$ cat src/rtl/rs_gf_pkg.sv
// Shared GF(2^m) types, FSM state encoding and reference arithmetic for the
// sequential RS multiplier slice.
package rs_gf_pkg;

   localparam int GF_MAX_M = 16;

   typedef logic [GF_MAX_M-1:0] gf_t;

   typedef enum logic {
      IDLE = 1'b0,
      BUSY = 1'b1
   } state_t;

   // Multiply by x: irrpol carries the x^m term, so XORing it clears bit m.
   function automatic gf_t gf_xtime(gf_t a, int unsigned irrpol, int unsigned m);
      logic [31:0] t;
      logic [31:0] mask;
      t    = {16'b0, a} << 1;
      mask = (32'd1 << m) - 32'd1;
      if (t[m]) begin
         t = t ^ irrpol;
      end
      return gf_t'(t & mask);
   endfunction

   function automatic gf_t gf_mult_ref(gf_t a, gf_t b, int unsigned irrpol, int unsigned m);
      gf_t r;
      gf_t x;
      r = '0;
      x = a;
      for (int i = 0; i < int'(m); i++) begin
         if (b[i]) begin
            r = r ^ x;
         end
         x = gf_xtime(x, irrpol, m);
      end
      return r;
   endfunction

endpackage

$ cat src/rtl/rs_gf_mult_seq_step.sv
// One multiplier step: nbits MSB-first Horner iterations of acc = acc*x + bit*a
// over GF(2^m), purely combinational.
module rs_gf_mult_seq_step #(
   parameter int m      = 8,
   parameter int irrpol = 285,
   parameter int nbits  = 2
) (
   input  logic [m-1:0]     acc_in,
   input  logic [m-1:0]     a,
   input  logic [nbits-1:0] bsl,
   output logic [m-1:0]     acc_out
);

   localparam logic [m-1:0] POLY = irrpol[m-1:0];

   logic [m-1:0] t;

   // Highest slice bit is the most significant remaining bit of b.
   always_comb begin
      t = acc_in;
      for (int i = nbits - 1; i >= 0; i--) begin
         t = {t[m-2:0], 1'b0} ^ (t[m-1] ? POLY : '0) ^ (bsl[i] ? a : '0);
      end
      acc_out = t;
   end

endmodule

$ cat src/rtl/rs_gf_mult_seq.sv
// Sequential GF(2^m) multiplier, nbits of b per cycle with valid/ready handshake.
// Optional multiply-accumulate mode enabled by defining RS_GF_MULT_SEQ_ACC_EN.
module rs_gf_mult_seq
   import rs_gf_pkg::*;
#(
   parameter int m      = 8,
   parameter int irrpol = 285,
   parameter int nbits  = 2
) (
   input  logic         iclk,
   input  logic         ireset_n,
   input  logic         iclkena,
   input  logic         ival,
   output logic         ordy,
   input  logic [m-1:0] idat_a,
   input  logic [m-1:0] idat_b,
`ifdef RS_GF_MULT_SEQ_ACC_EN
   input  logic         iacc,
`endif
   output logic         oval,
   output logic [m-1:0] odat
);

   localparam int NSTEP = (m + nbits - 1) / nbits;
   localparam int BW    = NSTEP * nbits;
   localparam int CW    = $clog2(NSTEP) + 1;

   state_t          state;
   logic [CW-1:0]   cnt;
   logic [m-1:0]    a_r;
   logic [m-1:0]    acc;
   logic [BW-1:0]   b_sr;
   logic [BW-1:0]   b_pad;
   logic [m-1:0]    st_acc;
   logic [m-1:0]    st_a;
   logic [nbits-1:0] st_b;
   logic [m-1:0]    nxt;
   logic [m-1:0]    result;
`ifdef RS_GF_MULT_SEQ_ACC_EN
   logic            acc_req;
   logic            use_acc;
`endif

   assign b_pad = BW'(idat_b);

   // The first step runs on the accept edge straight from the inputs, so a
   // result costs exactly NSTEP edges and accepts can come back to back.
   always_comb begin
      if (state == IDLE) begin
         st_acc = '0;
         st_a   = idat_a;
         st_b   = b_pad[BW-1 -: nbits];
      end else begin
         st_acc = acc;
         st_a   = a_r;
         st_b   = b_sr[BW-1 -: nbits];
      end
   end

   rs_gf_mult_seq_step #(
      .m      (m),
      .irrpol (irrpol),
      .nbits  (nbits)
   ) u_step (
      .acc_in  (st_acc),
      .a       (st_a),
      .bsl     (st_b),
      .acc_out (nxt)
   );

`ifdef RS_GF_MULT_SEQ_ACC_EN
   assign use_acc = (state == IDLE) ? iacc : acc_req;
   assign result  = nxt ^ (use_acc ? odat : '0);
`else
   assign result  = nxt;
`endif

   // Control FSM and datapath registers; iclkena low freezes everything.
   always_ff @(posedge iclk) begin
      if (!ireset_n) begin
         state <= IDLE;
         cnt   <= '0;
         a_r   <= '0;
         acc   <= '0;
         b_sr  <= '0;
         ordy  <= 1'b1;
         oval  <= 1'b0;
         odat  <= '0;
`ifdef RS_GF_MULT_SEQ_ACC_EN
         acc_req <= 1'b0;
`endif
      end else if (iclkena) begin
         oval <= 1'b0;
         case (state)
            IDLE: begin
               if (ival) begin
                  a_r  <= idat_a;
                  b_sr <= b_pad << nbits;
                  acc  <= nxt;
`ifdef RS_GF_MULT_SEQ_ACC_EN
                  acc_req <= iacc;
`endif
                  if (NSTEP == 1) begin
                     odat <= result;
                     oval <= 1'b1;
                  end else begin
                     cnt   <= CW'(NSTEP - 2);
                     state <= BUSY;
                     ordy  <= 1'b0;
                  end
               end
            end
            BUSY: begin
               acc  <= nxt;
               b_sr <= b_sr << nbits;
               if (cnt == '0) begin
                  odat  <= result;
                  oval  <= 1'b1;
                  ordy  <= 1'b1;
                  state <= IDLE;
               end else begin
                  cnt <= cnt - 1'b1;
               end
            end
            default: begin
               state <= IDLE;
               ordy  <= 1'b1;
            end
         endcase
      end
   end

endmodule

$ cat config.mk
export PLATFORM = sky130hd
export DESIGN_NAME = rs_gf_mult_seq
export DESIGN_NICKNAME = d
export VERILOG_FILES = /design/src/rtl/rs_gf_pkg.sv /design/src/rtl/rs_gf_mult_seq_step.sv /design/src/rtl/rs_gf_mult_seq.sv
export SDC_FILE = /design/constraint.sdc
export NUM_CORES = 1
export LEC_CHECK = 0
export ABC_CLOCK_PERIOD_IN_PS = 1700
export BUFFER_PORTS_ARGS = -buffer_cell sky130_fd_sc_hd__buf_2
export CORE_AREA = 4 4 67 69
export CTS_BUF_LIST = sky130_fd_sc_hd__clkbuf_2 sky130_fd_sc_hd__clkbuf_4 sky130_fd_sc_hd__clkbuf_8
export DETAILED_ROUTE_END_ITERATION = 8
export DIE_AREA = 0 0 71 73
export GPL_ROUTABILITY_DRIVEN = 1
export PLACE_DENSITY = 0.7
export SLEW_MARGIN = 5
export SYNTH_ARGS = -nofsm -noshare
export SYNTH_HDL_FRONTEND = slang
export SYNTH_SLANG_ARGS = --single-unit
$ cat constraint.sdc
create_clock -name iclk -period 1.7 [get_ports iclk]
set_clock_uncertainty 0.05 [all_clocks]
set_input_delay 0.085 -clock iclk [delete_from_list [all_inputs] [get_ports iclk]]
set_output_delay 0.085 -clock iclk [all_outputs]
set_load 0.02 [all_outputs]
==> results.sh <==
export IMPL_worst_slack_ns=0.1602
export IMPL_leakage_nw=0.8860
export IMPL_fmax_mhz=649.4
export IMPL_crit_start="b_sr[7]"
export IMPL_synth_top_cell_area_share_pct=38.25
export IMPL_clock_sinks=36
export IMPL_dp_slack_ns=0.06537
export IMPL_hold_violations=0
export IMPL_power_density_mw_per_mm2=853.8
export IMPL_diodes=0
export IMPL_outcome="complete, no violations"
export IMPL_clk_path_buf_depth=2
export IMPL_dp_cells=300
export IMPL_grt_total_usage_pct=18.52
export IMPL_num_io_pins=30
export IMPL_drive_above_1_share_pct=22.26
export IMPL_synth_async_reset_ratio_pct=0
export IMPL_ant_nets=0
export IMPL_power_mw=1.934
export IMPL_drv_slew=0
export IMPL_crit_fanout=5
export IMPL_vias=1681
export IMPL_ys_seq_area_share_pct=38.25
export IMPL_grt_pass1_wl_mm=7.514
export IMPL_die_h_microns=73
export IMPL_finalWeightedCongestion=0.8425
export IMPL_die_area_sq_mm=0.005183
export IMPL_syn_num_nets=248
export IMPL_p_comb_share_pct=20.5
export IMPL_seqPwrFrac_pct=48.5
export IMPL_avgSynthCellArea_sq_um=8.338
export IMPL_htree_levels=2
export IMPL_drtPass1Iterations=4
export IMPL_placed_area_sq_mm=0.002095
export IMPL_fp_dieW_microns=71
export IMPL_worstSetupPathType="flip-flop to flip-flop"
export IMPL_endpoint_kind="flip-flop"
export IMPL_cts_made_buffers=5
export IMPL_post_cts_buffers=0
export IMPL_antenna_found_initial=0
export IMPL_utilization_pct=57.86
export IMPL_synth_edf_count=0
export IMPL_pwr_share_clk_pct=31.1
export IMPL_fin_cells=315
export IMPL_grt_overflow_total=0
export IMPL_final_cell_mix="dfxtp_1, nand2_1, buf_2"
export IMPL_switching_power_mw=0.5653
export IMPL_viasPerCell=5.337
export IMPL_maxCapViolations=0
export IMPL_nFillCells=385
export IMPL_synth_cell_types=39
export IMPL_portBuffers=29
export IMPL_area_growth_pct=20.19
export IMPL_arrival_ns=1.70
export IMPL_period_minus_slack_ns=1.540
export IMPL_hp_start="idat_a[7]"
export IMPL_tightest_slew_ns=0.7265
export IMPL_netlist_instances=226
export IMPL_ys_seq_elements=36
export IMPL_synth_area_leaders="dfxtp_1, a21oi_1, nand2_1"
export IMPL_yosysWarnings=0
export IMPL_clk_pin_slew_ns=0.07
export IMPL_clk_latency_ns=0.29
export IMPL_clockRootBuffer="clkbuf_8"
export IMPL_synth_main_ff_cell="dfxtp_1"
export IMPL_post_route_drc_count=0
export IMPL_tritoncts="done"
export IMPL_fin_nets=287
export IMPL_syn_area_sq_mm=0.001884
export IMPL_rows=23
export IMPL_sw_frac_of_total_pct=29.24
export IMPL_ir_drop_mv=0.5469
export IMPL_fin_crit_sh_pct=90.58
export IMPL_internal_power_mw=1.368
export IMPL_grt_pass1_vias=1570
export IMPL_grt_max_degree=23
export IMPL_fin_area_sq_mm=0.002265
export IMPL_whs_ns=0.002932
export IMPL_wl_mm=4.507
export IMPL_rr_startpoint="b_sr[7]"
export IMPL_start_util_pct=48.15
export IMPL_dp_hpwl_mm=3.206
export IMPL_start_kind="flip-flop"
export IMPL_relSlewSlack_pct=51.51
export IMPL_hp_class="input port to flip-flop"
export IMPL_yosys_area_top_type="dfxtp_1"
export IMPL_critPathRequiredTime_ns=1.86
export IMPL_drt_wirelength_per_cell_microns=14.31
export IMPL_first_iter_violations=114
export IMPL_setup_viol=0
export IMPL_final_common_cell="dfxtp_1"
export IMPL_finalSetupTns_ns=0
export IMPL_rsz0062_at_grt="false"
export IMPL_core_area_sq_mm=0.003914
==> layer usage <==
| layer | GRT usage (%) | wire length (microns) | up-vias |
|---|---|---|---|
| li1 | - | - | 871 |
| met1 | 24.05 | 2175 | 757 |
| met2 | 28.42 | 2001 | 46 |
| met3 | 6.198 | 256 | 7 |
| met4 | 7.307 | 73 | 0 |
| met5 | 0 | 0 | - |
==> cells in the mapped netlist, types with 2 or more instances <==
library cell,instances
buf_4,2
clkbuf_1,7
mux2i_1,7
nand3_1,9
a21oi_1,24
a22oi_1,7
or3b_1,2
nor2b_1,6
a211oi_1,6
a32oi_1,5
inv_1,4
o221ai_1,2
dfxtp_1,36
xor2_1,7
buf_2,6
nand3b_1,2
a21bo_2,2
ha_1,2
nor2_1,13
o21ai_0,17
xnor2_1,11
nand2_1,32
==> power by group through the flow <==
| stage | sequential (mW) | clock [mW] | combinational [mW] |
|---|---|---|---|
| floorplan | 0.953 | 0 | 0.264 |
| global placement | 0.955 | 0 | 0.373 |
| detailed placement | 0.955 | 0 | 0.377 |
| CTS | 0.937 | 0.615 | 0.393 |
| global route | 0.944 | 0.645 | 0.437 |
| finish | 0.938 | 0.600 | 0.396 |
==> worst paths after layout <==
path                  end  slack (ns)  cells after the start
hold / removal     a_r[7]       0.003                      3
setup reg to reg  odat[3]        0.16                      5
hold reg to reg    a_r[6]        0.43                      2
setup / recovery  odat[3]        0.16                      5
==> what timing repair did <==
item / 4_1_cts / 5_1_grt
gates resized for setup: 0 / 3
hold endpoints to repair: 8 / 0
endpoints found under the setup margin: 0 / 4
hold buffers: 8 / 0
==> worst max-delay path, cell delays in order (launching register included) <==
cell and delay (ns):
dfxtp_1 0.35, and2_4 0.18, o211ai_4 0.28, xnor2_1 0.17, or3b_1 0.36, o221ai_1 0.07
==> layout make-up <==
cell class	instances	area [sq um]	share of cell area (%)
Inverter	4	15.01	0.6630
Timing Repair Buffer	49	319.1	14.09
Clock inverter	1	5.005	0.2210
Multi-Input combinational cell	169	1065	47.02
Sequential cell	36	721.9	31.88
Tap cell	50	62.56	2.762
Clock buffer	6	76.32	3.370
==> registers in the layout (all words and copies together), names as in the netlist <==
| name | cells |
|---|---|
| a_r | 8 |
| acc | 8 |
| odat | 8 |
| b_sr | 6 |
| cnt | 3 |
| ordy | 1 |
| oval | 1 |
| state | 1 |
==> cell families after synthesis <==
group | count (synthesis) | share of synthesized area (%)
xor gates and xnor gates | 19 | 9.230
adders and majority gates | 2 | 1.328
DFF | 36 | 38.25
and+or+nand+nor | 71 | 17.80
AOI/OAI and AO/OA | 70 | 24.24
buffers and inverters | 21 | 5.444
muxes | 7 | 3.719
Note: power is estimated with default switching activity, not from simulation.
